[src/rtl/uart_rx_fifo.sv]
// Byte FIFO between uart_rx and ram_rw: valid/ready on both sides, first-word-fall-through
// output, fill level, almost-full and sticky overflow status, synchronous flush.
module uart_rx_fifo #(
  parameter int DEPTH    = 16,
  parameter int AF_LEVEL = 12
) (
  input  logic                     clk_i,
  input  logic                     rst_i,
  input  logic                     flush_i,
  input  logic [7:0]               in_data_i,
  input  logic                     in_vld_i,
  output logic                     in_rdy_o,
  output logic [7:0]               out_data_o,
  output logic                     out_vld_o,
  input  logic                     out_rdy_i,
  output logic [$clog2(DEPTH):0]   level_o,
  output logic                     afull_o,
  output logic                     ovf_o
);

  localparam int PW = $clog2(DEPTH);
  localparam int CW = PW + 1;
  localparam logic [CW-1:0] DEPTH_CNT = CW'(DEPTH);
  localparam logic [CW-1:0] AF_CNT    = CW'(AF_LEVEL);

  logic [7:0]    r_mem [DEPTH];
  logic [PW-1:0] r_wr_ptr;
  logic [PW-1:0] r_rd_ptr;
  logic [CW-1:0] r_count;
  logic          r_ovf;

  logic w_full;
  logic w_empty;
  logic w_push;
  logic w_pop;

  // Handshake readiness depends on the count register only, never on the partner's strobe.
  assign w_full    = (r_count == DEPTH_CNT);
  assign w_empty   = (r_count == '0);
  assign w_push    = in_vld_i & ~w_full;
  assign w_pop     = out_rdy_i & ~w_empty;

  assign in_rdy_o   = ~w_full;
  assign out_vld_o  = ~w_empty;
  assign out_data_o = r_mem[r_rd_ptr];
  assign level_o    = r_count;
  assign afull_o    = (r_count >= AF_CNT);
  assign ovf_o      = r_ovf;

  always_ff @(posedge clk_i) begin
    if (rst_i || flush_i) begin
      r_wr_ptr <= '0;
      r_rd_ptr <= '0;
      r_count  <= '0;
      r_ovf    <= 1'b0;
    end else begin
      if (in_vld_i && w_full) r_ovf <= 1'b1;
      if (w_push) r_wr_ptr <= r_wr_ptr + PW'(1);
      if (w_pop)  r_rd_ptr <= r_rd_ptr + PW'(1);
      case ({w_push, w_pop})
        2'b10:   r_count <= r_count + CW'(1);
        2'b01:   r_count <= r_count - CW'(1);
        default: r_count <= r_count;
      endcase
    end
  end

  // Storage has no reset; a push discarded by reset or flush leaves it untouched.
  always_ff @(posedge clk_i) begin
    if (!rst_i && !flush_i && w_push) r_mem[r_wr_ptr] <= in_data_i;
  end

endmodule

[config.mk]
export PLATFORM = sky130hd
export DESIGN_NAME = uart_rx_fifo
export DESIGN_NICKNAME = d
export VERILOG_FILES = /design/src/rtl/uart_rx_fifo.sv
export SDC_FILE = /design/constraint.sdc
export NUM_CORES = 1
export LEC_CHECK = 0
export CELL_PAD_IN_SITES_DETAIL_PLACEMENT = 1
export CELL_PAD_IN_SITES_GLOBAL_PLACEMENT = 2
export CORE_ASPECT_RATIO = 0.8
export CORE_MARGIN = 4
export CORE_UTILIZATION = 40
export CTS_CLUSTER_DIAMETER = 60
export DETAILED_ROUTE_END_ITERATION = 10
export PLACE_DENSITY_LB_ADDON = 0.1
export SYNTH_ARGS = -nofsm -noshare
export SYNTH_HDL_FRONTEND = slang
export SYNTH_SLANG_ARGS = --single-unit
[constraint.sdc]
create_clock -name clk_i -period 7.78 [get_ports clk_i]
set_input_delay 2.334 -clock clk_i [delete_from_list [all_inputs] [get_ports clk_i]]
set_output_delay 2.334 -clock clk_i [all_outputs]
set_load 0.03 [all_outputs]
* After elaboration in Yosys (flattened, before gate mapping)
Memories as Yosys holds them, arrays and structs flattened. A register that Yosys moved wholly into a read port is not among the register bits.
Index checks and enable logic that the tools add are counted.
** Word-level totals
- Memories :: 1
- Bits in writable memories :: 128
- Bits in registers :: 14
- Output and inout bits :: 17
** Cells by class
- Bitwise operators :: 4
- Order comparisons :: 1
- Multiplexer cells :: 5
- Equality and inequality tests :: 3
- Reduce and logical (&&, ||, !) cells :: 8
- $add $sub $neg :: 4
** Memory list
- r_mem :: depth 16, bits a word 8, rd ports 1, clocked after Yosys merged registers in 1, wr ports 1, RTL line 26 : logic [7:0] r_mem [DEPTH];
** Operators with widths (number)
- case mux 5 bit (2 select lines) :: 1
- adder 4 x 1 -> 4 bit, second input constant :: 2
- two-way mux 4 bit :: 2
- adder 5 x 1 -> 5 bit, second input constant :: 1
- == test 5 bit, second input constant :: 1
- greater-or-equal comparator 5 x 4 -> 1 bit, second input constant :: 1
- zero test 5 bit :: 1
- subtractor 5 x 1 -> 5 bit, second input constant :: 1
- logical AND 1 bit :: 3
- AND 1 bit :: 2
- == test 2 x 1 -> 1 bit, second input constant :: 1
- == test 2 bit, second input constant :: 1
- zero test 1 bit :: 2
- two-way mux 1 bit :: 2
- inverter 1 bit :: 2
- nonzero test 2 bit :: 1
- logical OR 1 bit :: 1

* Longest topological paths before layout
Gate-level depths: netlist of run 1.
- Word-level depth :: 6
- Gate-level depth with buffers :: 12
- Mapped depth without buffers :: 10

* Worst setup path after synthesis of run 1
Ideal clock, no wire load.
- Path kind :: input port to flip-flop
- Start point :: input port in_vld_i
- End point :: register r_count[4], in the netlist level_o[4]
- Data required time :: 7708 ps
- Slack :: 3553 ps
- Arrival time :: 4156 ps
- Stages :: 10
- Path through :: a21boi_1 -> inv_1 -> ha_1 -> clkbuf_1 -> xor2_1 -> ha_1 -> inv_1 -> o221ai_1 -> a221oi_1 -> mux2i_1
** Between the ends
- Cells in the longest elaborated chain, start to end :: 3
- Elaborated cells between the ends (all ways) :: 5
- Those cells by class :: 2 x eq/ne; 1 x mux; 1 x bitwise; 1 x reduce/logical
** Ends and longest elaborated chain
- start, declared :: RTL line 11 : input logic in_vld_i,
- AND 1 bit (*) :: RTL line 40 : assign w_push = in_vld_i & ~w_full;
- == test 2 x 1 -> 1 bit / == test 2 bit (equally long branches) :: RTL line 60 : case ({w_push, w_pop})
- case mux 5 bit (2 select lines) / nonzero test 2 bit (equally long branches)
- end signal, assigned :: RTL line 61 : 2'b10: r_count <= r_count + CW'(1);
- end signal, assigned :: RTL line 62 : 2'b01: r_count <= r_count - CW'(1);
- end signal, assigned :: RTL line 63 : default: r_count <= r_count;
- end, declared :: RTL line 29 : logic [CW-1:0] r_count;
Mark *: on every way between the ends. The rest lies on a longest branch, timed or not.
A chain may end at the register's enable or synchronous reset.

==> results of run 1 <==
## routing by layer
layer	track usage, %	routed length, um	up-vias
met4	5.58	152	0
met3	4.38	595	11
li1	-	-	1383
met2	23.8	5610	66
met5	0	0	-
met1	24.4	6370	1569
## cells by family after synthesis
kind of cell | synth area share [%]
flops | 71.7
simple gates | 6.00
mux | 13.0
compound gates | 4.72
buf+inv | 1.84
fa+ha+maj | 1.71
xor+xnor | 1.05
## cells in the mapped netlist (all sizes together), types with 4 or more instances
| cell type | count |
|---|---|
| clkbuf | 8 |
| o211ai | 6 |
| xor2 | 6 |
| mux2i | 4 |
| ha | 8 |
| mux4 | 32 |
| nand2 | 21 |
| edfxtp | 128 |
| inv | 8 |
| dfxtp | 18 |
| a22oi | 16 |
| nor2 | 34 |
| buf | 9 |
## layout make-up
cell class,instances,share of cell area [%]
clock buffers,17,6.14
clock inverters,15,2.62
inverters,8,0.433
multi-input cells,162,22.4
flip-flops and latches,146,60.7
well taps,184,3.32
repair buffers,31,4.41
## flip-flops by register name, indices dropped and copies added (netlist names), named ones only
signal / count
r_mem: 128
level_o: 5
r_rd_ptr: 4
r_wr_ptr: 4
ovf_o: 1
## stage by stage
stage | utilization [%] | power, mW | instance area (um^2)
floorplan | - | 0.912 | 5860
global placement | 44.2 | 0.944 | 6320
detailed placement | 44.2 | 0.946 | 6320
CTS | 48.5 | 1.78 | 6930
global route | 48.5 | 1.82 | 6930
finish | 48.5 | 1.76 | 6930
## power breakdown
group          internal [mW]  leakage (nW)  switching [mW]
registers              0.855          1.30         0.00487
clock network          0.507         0.283           0.327
logic                 0.0275         0.643          0.0407
## worst min-delay path by stage
stage,startpoint,endpoint,slack [ns],cells past startpoint
floorplan,r_rd_ptr[3],register,0.47,2
global placement,ovf_o,ovf_o,0.45,2
detailed placement,ovf_o,ovf_o,0.48,2
CTS,r_rd_ptr[3],register,0.50,2
global route,ovf_o,ovf_o,0.54,2
finish,ovf_o,ovf_o,0.50,2
## cell usage in the layout (no fill, tap or decap), drive strengths merged, types with 4 or more instances in the layout
master / n
a22oi: 16
clkbuf: 17
clkdlybuf4s50: 29
clkinvlp: 5
dfxtp: 18
edfxtp: 128
ha: 8
inv: 12
mux2i: 4
mux4: 32
nand2: 21
nor2: 34
o211ai: 6
xor2: 6
## worst max-delay path, stage by stage, from the launching register on
cell and delay [ns]:
dfxtp_2 0.73, buf_4 0.44, mux4_2 0.55, a22oi_1 0.26, nand2_1 0.10, clkdlybuf4s50_1 0.61
==> metrics.md, run 1 <==
| Metric | Value |
|---|---|
| Status | completed |
| Clk_lat worst skew | roughly 0.42 ns |
| Clock sinks | 146 |
| Routed Antenna Nets | 0 |
| Dominant cell type by area after synthesis | edfxtp_1 |
| Num rows | 39 |
| Most used DFF post-synth | edfxtp_1 |
| Area delta synth->final | 18.2% |
| Ys Warns | 0 |
| Share of cells above drive strength 1 | 18.7% |
| Inserted Clock Buffers | 17 |
| Worst setup EP type | output port |
| Top-area cell type share of the netlist area | roughly two thirds |
| Setup TNS Final | 0 ns |
| DR vias | approximately 3000 |
| Mapped Area | between 5000 and 6000 um^2 |
| Number of port buffers | 29 |
| Filler cell count | 1347 |
| DRC | 0 |
| Die Y | 116 um |
| R2r endpoint | level_o[4] |
| Peak Freq | approximately 180 MHz |
| #FFs+latches synth | 146 |
| Worst hold path class | register to register |
| CTS Hold Bufs | 0 |
| Antenna Cells | 0 |
| Routed WL per cell | approximately 23 um |
| Peak supply drop | approximately 0.17 mV |
| CP arrival | around 3.1 ns |
| Max cap viols | 0 |
| Starting density of the core | approximately two fifths |
| Detailed placement HPWL | between 8000 and 9000 um |
| Cells on worst reg2reg path | 10 |
| Nets@finish | ~390 |
| Vias in the first global route | approximately 3200 |
| Unrepaired setup endpoints after global routing | no |
| Pin count of the biggest net entering global routing | 33 |
| DR vias/cell | between 5 and 6 |
| I/O pin cnt | 30 |
| CTS root buffer | clkbuf_16 |
| Post-synthesis sequential area ratio | between 70% and 80% |
| Mapped Cells | between 300 and 400 |
| PwrDens | approximately 250 nW/um^2 |
| CP Class | register to output port |
| First-pass iteration count of the detailed router | 6 |
| Slew Viols, Final | 0 |
| Global-route wire length before repair | approximately 20000 um |
| Setup ws final | 2.32 ns |
| Wirelength, routed | ~13000 um |
| Hold slack final | ~0.5 ns |
| Unique masters post-synth | 41 |
| Clk buf depth | 2 |
| Area of the die | ~17000 um^2 |
| Period utilisation layout | 70.2% |
| Final hold vios | 0 |
| Max FO, Critical Path | 17 |
| Min Tclk post-route | between 5 and 6 ns |
| Syn_area_per_cell | around 18 um^2 |
| Die W | 143 um |
| GRT Total Usage | around 16% |
| EDFF count, synth | around 130 |
| Max-slew headroom | about a third |
| Iter 0 DRT Violations | between 200 and 250 |
| Final number of setup-violating endpoints | 0 |
| Routability Congestion | 0.682 |
| Synthesized Nets | about 350 |
| Dpl ws | between 2 and 3 ns |
| Multi-input logic area | approximately 1600 um^2 |
| FF-to-FF Start | level_o[1] |
| Top post-synthesis cells by area | edfxtp_1, mux4_2, dfxtp_1, nor2_1, a22oi_1 |
| Placed instance count | 531 |
| Post-CTS Setup Bufs | 0 |
| H-tree depth | 4 |
| Flop-to-flop setup slack | 4.66 ns |
| CTS tree | done |
| Seq. cell area | about 4200 um^2 |
| Asr flop ratio synth | 0% |
| Leakage | around 2.2 nW |
| CP endpoint | out_data_o[1] |
| Actual slew at the worst max-slew pin | ~1 ns |
| Core Area | around 14000 um^2 |
| GR Overflow Total | 0 |
| Worst Skew | 0.00542 ns |
| Initial antenna violation count | 0 |
| Startpoint Class | register |
| Non-Filler Instances | ~560 |
| WP data required | 5.45 ns |
| PostCTS Resize Cnt | 0 |
| Clock transition at path regs | about 0.060 ns |
No activity file was read; power rests on OpenSTA's default activity.
==> run 2, diff against run 1 <==
==> constraint.sdc (replaced) <==
create_clock -name clk_i -period 5.2 [get_ports clk_i]
set_input_delay 1.56 -clock clk_i [delete_from_list [all_inputs] [get_ports clk_i]]
set_output_delay 1.56 -clock clk_i [all_outputs]
set_load 0.03 [all_outputs]
==> run 2 against run 1 <==
Net effect:
- global-route usage rose by 0.54 points
- critical path depth did not move
- combinational power is 52% higher
- largest power group unchanged
- worst setup slack lost 1.6 ns
==> metrics.md, run 2 (synthesis gave the netlist of run 1 again) <==
| Metric | Value |
|---|---|
| GRT Total Usage | 17.0% |
| GR Overflow Total | 0 |
| Unrepaired setup endpoints after global routing | no |
| Worst hold path class | register to register |
| Num rows | 39 |
| Die Y | ~120 um |
| Starting density of the core | 41.0% |
| Clk_lat worst skew | 0.42 ns |
| NetSw | 0.519 mW |
| Most frequent cells in the layout | edfxtp_1, nor2_1, mux4_2 |
| Crit-path max cell delay | ~0.65 ns |
| CP Class | register to output port |
| Flip-flop count of the largest register after layout | about 130 |
| CTS tree | done |
| Sw frac | between 20% and 30% |
| Die W | 143 um |
| Max cap viols | 0 |
| Clock transition at path regs | about 0.06 ns |
| Clk buf depth | 2 |
| Combinational power share | under 10% |
| Area delta synth->final | 18.1% |
| Period utilisation layout | between 80% and 90% |
| Crit-path cells | buf_12 > mux4_2 > a22oi_1 > nand2_1 > clkdlybuf4s50_1 |
| PostCTS Resize Cnt | 0 |
| PwrDens | approximately 360 nW/um^2 |
| Setup TNS Final | 0 ns |
| Worst setup EP type | output port |
| Post-CTS Setup Bufs | 0 |
| Peak Freq | around 220 MHz |
| Inserted Clock Buffers | 17 |
| Pin count of the biggest net entering global routing | 33 |
| Detailed placement HPWL | about 8600 um |
| I/O pin cnt | 30 |
| H-tree depth | 4 |
| Initial antenna violation count | 0 |
| Largest Register | r_mem |
| Routed WL per cell | between 20 and 25 um |
| Internal power | ~2.0 mW |
| Iter 0 DRT Violations | around 170 |
| Max FO, Critical Path | 20 |
| Global-route wire length before repair | approximately 20000 um |
| Core Area | ~14000 um^2 |
| Routability Congestion | 0.716 |
| CTS root buffer | clkbuf_16 |
| Antenna Cells | 0 |
| DRC | 0 |
| Share of cells above drive strength 1 | between 10% and 20% |
| Final number of setup-violating endpoints | 0 |
| Status | completed |
| Flop-to-flop setup slack | 2.24 ns |
| Peak supply drop | 0.234 mV |
| Slew Viols, Final | 0 |
| Final Core Density | about half |
| Worst Skew | 0.0125 ns |
| DR vias | around 3000 |
| Final hold vios | 0 |
| Actual slew at the worst max-slew pin | approximately 0.87 ns |
| First-pass iteration count of the detailed router | 4 |
| Number of port buffers | 29 |
| Startpoint Class | register |
| Clock sinks | roughly 150 |
| Vias in the first global route | about 3300 |
| Min Tclk post-route | around 4.5 ns |
| Wirelength, routed | 13000 um |
| WP data required | between 3 and 4 ns |
| Routed Antenna Nets | 0 |
| Commonest non-fill, non-tap cell in the layout | edfxtp_1 |
| DR vias/cell | ~5.3 |
| Nets@finish | 395 |
| CP max-delay cell | dfxtp_2 |
| Clock share of power | roughly 44% |
| CP arrival | between 2 and 3 ns |
| Leakage | 2.23 nW |
| Sequential power share | slightly above 50% |
| Area of the die | ~17000 um^2 |
| CTS Hold Bufs | 0 |
| Max-slew headroom | 41.8% |
## run 2: worst paths after layout
kind                from       endpoint  cells after the start
max reg2reg   level_o[1]     level_o[4]                     10
min reg2reg  r_rd_ptr[3]    r_rd_ptr[3]                      2
max             register  out_data_o[1]                      5
min          r_rd_ptr[3]    r_rd_ptr[3]                      2
## run 2: layout make-up
class / instances / area, um^2
clock buffers: 19 / 433
clock inverters: 12 / 93.8
fillers: 1377 / 7380
inverters: 8 / 30.0
multi-input cells: 162 / 1550
flip-flops and latches: 146 / 4210
well taps: 184 / 230
repair buffers: 39 / 378
## run 2: power by group through the flow
stage	logic [mW]	clock network [mW]	registers, mW
after floorplan	0.0567	0	1.31
after global routing	0.114	1.19	1.29
after global placement	0.104	0	1.31
after CTS	0.106	1.13	1.29
final	0.104	1.10	1.29
after detailed placement	0.105	0	1.31
## run 2: critical path, delay by kind of cell (launching register included)
kind,cells,cell delay (ns)
buffers and inverters,2,0.88
and+or+nand+nor,1,0.12
AOI/OAI and AO/OA,1,0.26
DFF,1,0.65
muxes,1,0.56
## run 2: through the flow
stage | instance area (um^2) | power (mW) | setup slack (ns) | hold WS [ns] | instances
floorplan | 5860 | 1.37 | 1.75 | 0.469 | 333
global placement | 6390 | 1.41 | 0.928 | 0.466 | 539
detailed placement | 6390 | 1.42 | 0.795 | 0.500 | 539
CTS | 6920 | 2.52 | 0.611 | 0.509 | 570
global route | 6920 | 2.59 | 0.511 | 0.553 | 570
finish | 6920 | 2.49 | 0.738 | 0.501 | 570
## run 2: per-layer routing
| layer | share of wire [%] | GRT usage [%] | wire [um] | vias to the layer above |
|---|---|---|---|---|
| li1 | - | - | - | 1391 |
| met1 | 47 | 24.6 | 6090 | 1585 |
| met2 | 48 | 25.9 | 6240 | 63 |
| met3 | 5.0 | 4.99 | 657 | 2 |
| met4 | 0.28 | 3.76 | 36 | 0 |
| met5 | 0 | 0 | 0 | - |
==> run 3, diff against run 2 <==
--- a/config.mk
+++ b/config.mk
@@ -7,8 +7,8 @@
 export LEC_CHECK = 0
 export CELL_PAD_IN_SITES_DETAIL_PLACEMENT = 1
 export CELL_PAD_IN_SITES_GLOBAL_PLACEMENT = 2
-export CORE_ASPECT_RATIO = 0.8
-export CORE_MARGIN = 4
+export CORE_ASPECT_RATIO = 0.9
+export CORE_MARGIN = 2
 export CORE_UTILIZATION = 40
 export CTS_CLUSTER_DIAMETER = 60
 export DETAILED_ROUTE_END_ITERATION = 10
==> run 3 against run 2 <==
Net effect:
- non-clock buffer count down 4
- core utilization down 0.064 points
- final area down 1.1%
- worst hold slack worse by 0.030 ns
- critical path depth unchanged
- clock power down 8%
- sequential power about the same
- total power down 3.4%
- clock-buffer cell count unchanged
- via count about the same
- wire length down 4.5%
- clock skew down 0.0055 ns
- highest routed layer unchanged
==> metrics.md, run 3 (synthesis gave the netlist of run 1 again) <==
| Metric | Value |
|---|---|
| Hold slack final | 0.471 ns |
| Core Area | ~14000 um^2 |
| CTS Hold Bufs | 0 |
| Worst hold path class | register to register |
| Wirelength, routed | roughly 12000 um |
| Starting density of the core | between 40% and 50% |
| Leakage | approximately 2.2 nW |
| PostCTS Resize Cnt | 0 |
| CP max-delay cell | clkdlybuf4s50_1 |
| Post-CTS Setup Bufs | 0 |
| Routability Congestion | approximately 0.75 |
| Actual slew at the worst max-slew pin | ~1.0 ns |
| Worst setup EP type | output port |
| Status | completed |
| Max-slew headroom | roughly a third |
| GRT Total Usage | 17.5% |
| Die Y | 119 um |
| Number of port buffers | 29 |
| Crit-path max cell delay | a little over 0.6 ns |
| Global-route wire length before repair | 19600 um |
| Detailed placement HPWL | ~8100 um |
| Period utilisation layout | 85.1% |
| CTS tree | done |
| Flip-flop count of the largest register after layout | about 130 |
| Area of the die | about 16000 um^2 |
| Largest Register | r_mem |
| Most frequent cells in the layout | edfxtp_1, nor2_1, mux4_2 |
| Nets@finish | between 300 and 400 |
| Area delta synth->final | 16.8% |
| Vias in the first global route | 3276 |
| Final number of setup-violating endpoints | 0 |
| Final hold vios | 0 |
| CP arrival | about 2.9 ns |
| Peak Freq | ~230 MHz |
| Antenna Cells | 0 |
| CP Class | register to output port |
| Worst Skew | ~0.007 ns |
| Initial antenna violation count | 0 |
| DR vias | 3040 |
| Total Power | 2.40 mW |
| Unrepaired setup endpoints after global routing | no |
| CTS root buffer | clkbuf_16 |
| DRC | 0 |
| Slew Viols, Final | 0 |
| I/O pin cnt | 30 |
| Placed cell area | 6360 um^2 |
| Setup TNS Final | 0 ns |
| Clk_lat worst skew | approximately 0.42 ns |
| Max cap viols | 0 |
| Share of cells above drive strength 1 | 17.3% |
| Routed WL per cell | approximately 22 um |
| Clock sinks | 146 |
| Clk buf depth | 2 |
| PwrDens | approximately 350 nW/um^2 |
| Flop-to-flop setup slack | about 2.2 ns |
| GR Overflow Total | 0 |
| Design area | 6840 um^2 |
| H-tree depth | 4 |
| First-pass iteration count of the detailed router | 4 |
| WP data required | ~3.6 ns |
| DR vias/cell | approximately 5.3 |
| Inserted Clock Buffers | 17 |
| Commonest non-fill, non-tap cell in the layout | edfxtp_1 |
| Crit-path cells | buf_4 > mux4_2 > a22oi_1 > nand2_1 > clkdlybuf4s50_1 |
| Peak supply drop | between 0.2 and 0.25 mV |
| Max FO, Critical Path | 32 |
| Iter 0 DRT Violations | 194 |
| Clock transition at path regs | approximately 0.060 ns |
| Die W | ~130 um |
| Min Tclk post-route | about 4.4 ns |
| Startpoint Class | register |
| Num rows | 41 |
| Routed Antenna Nets | 0 |
| Pin count of the biggest net entering global routing | 33 |
-- run 3: power breakdown --
group          internal [mW]  total [mW]  switching (mW)
combinational         0.0418       0.104          0.0627
clock                  0.587        1.01           0.427
sequential              1.28        1.28         0.00457
total                   1.91        2.40           0.494
-- run 3: cell type report --
cell class,count,area [um^2]
clock buffer,19,433
sequential,146,4210
fill,1398,7310
clock inverter,11,48.8
inverter,8,30.0
timing repair buffer,35,335
tap,193,241
multi-input combinational,162,1550
-- run 3: worst max-delay path, delay by kind of cell (launching register included) --
family / cells / cell delay [ns]
buffers and inverters: 2 / 1.16
and+or+nand+nor: 1 / 0.14
AOI/OAI and AO/OA: 1 / 0.24
DFF: 1 / 0.31
muxes: 1 / 0.58
-- run 3: metal layers --
metal / up-vias / wire, um / global-route usage [%]
met4: 0 / 80 / 6.05
li1: 1384 / - / -
met2: 57 / 5880 / 26.2
met3: 6 / 533 / 5.87
met1: 1593 / 5940 / 24.0
met5: - / 0 / 0
-- run 3: stage by stage --
stage | utilization [%] | std cells | worst slack, ns
after floorplan | - | 333 | 1.75
final | 48.3 | 574 | 0.776
after CTS | 48.3 | 574 | 0.688
after detailed placement | 44.9 | 544 | 0.832
after global placement | 44.9 | 544 | 0.928
after global routing | 48.3 | 574 | 0.594
-- run 3: final timing paths --
check | endpoint | start | depth (start not counted)
min reg2reg | ovf_o | ovf_o | 2
min | ovf_o | ovf_o | 2
max reg2reg | level_o[4] | level_o[1] | 10
max | out_data_o[1] | register | 5
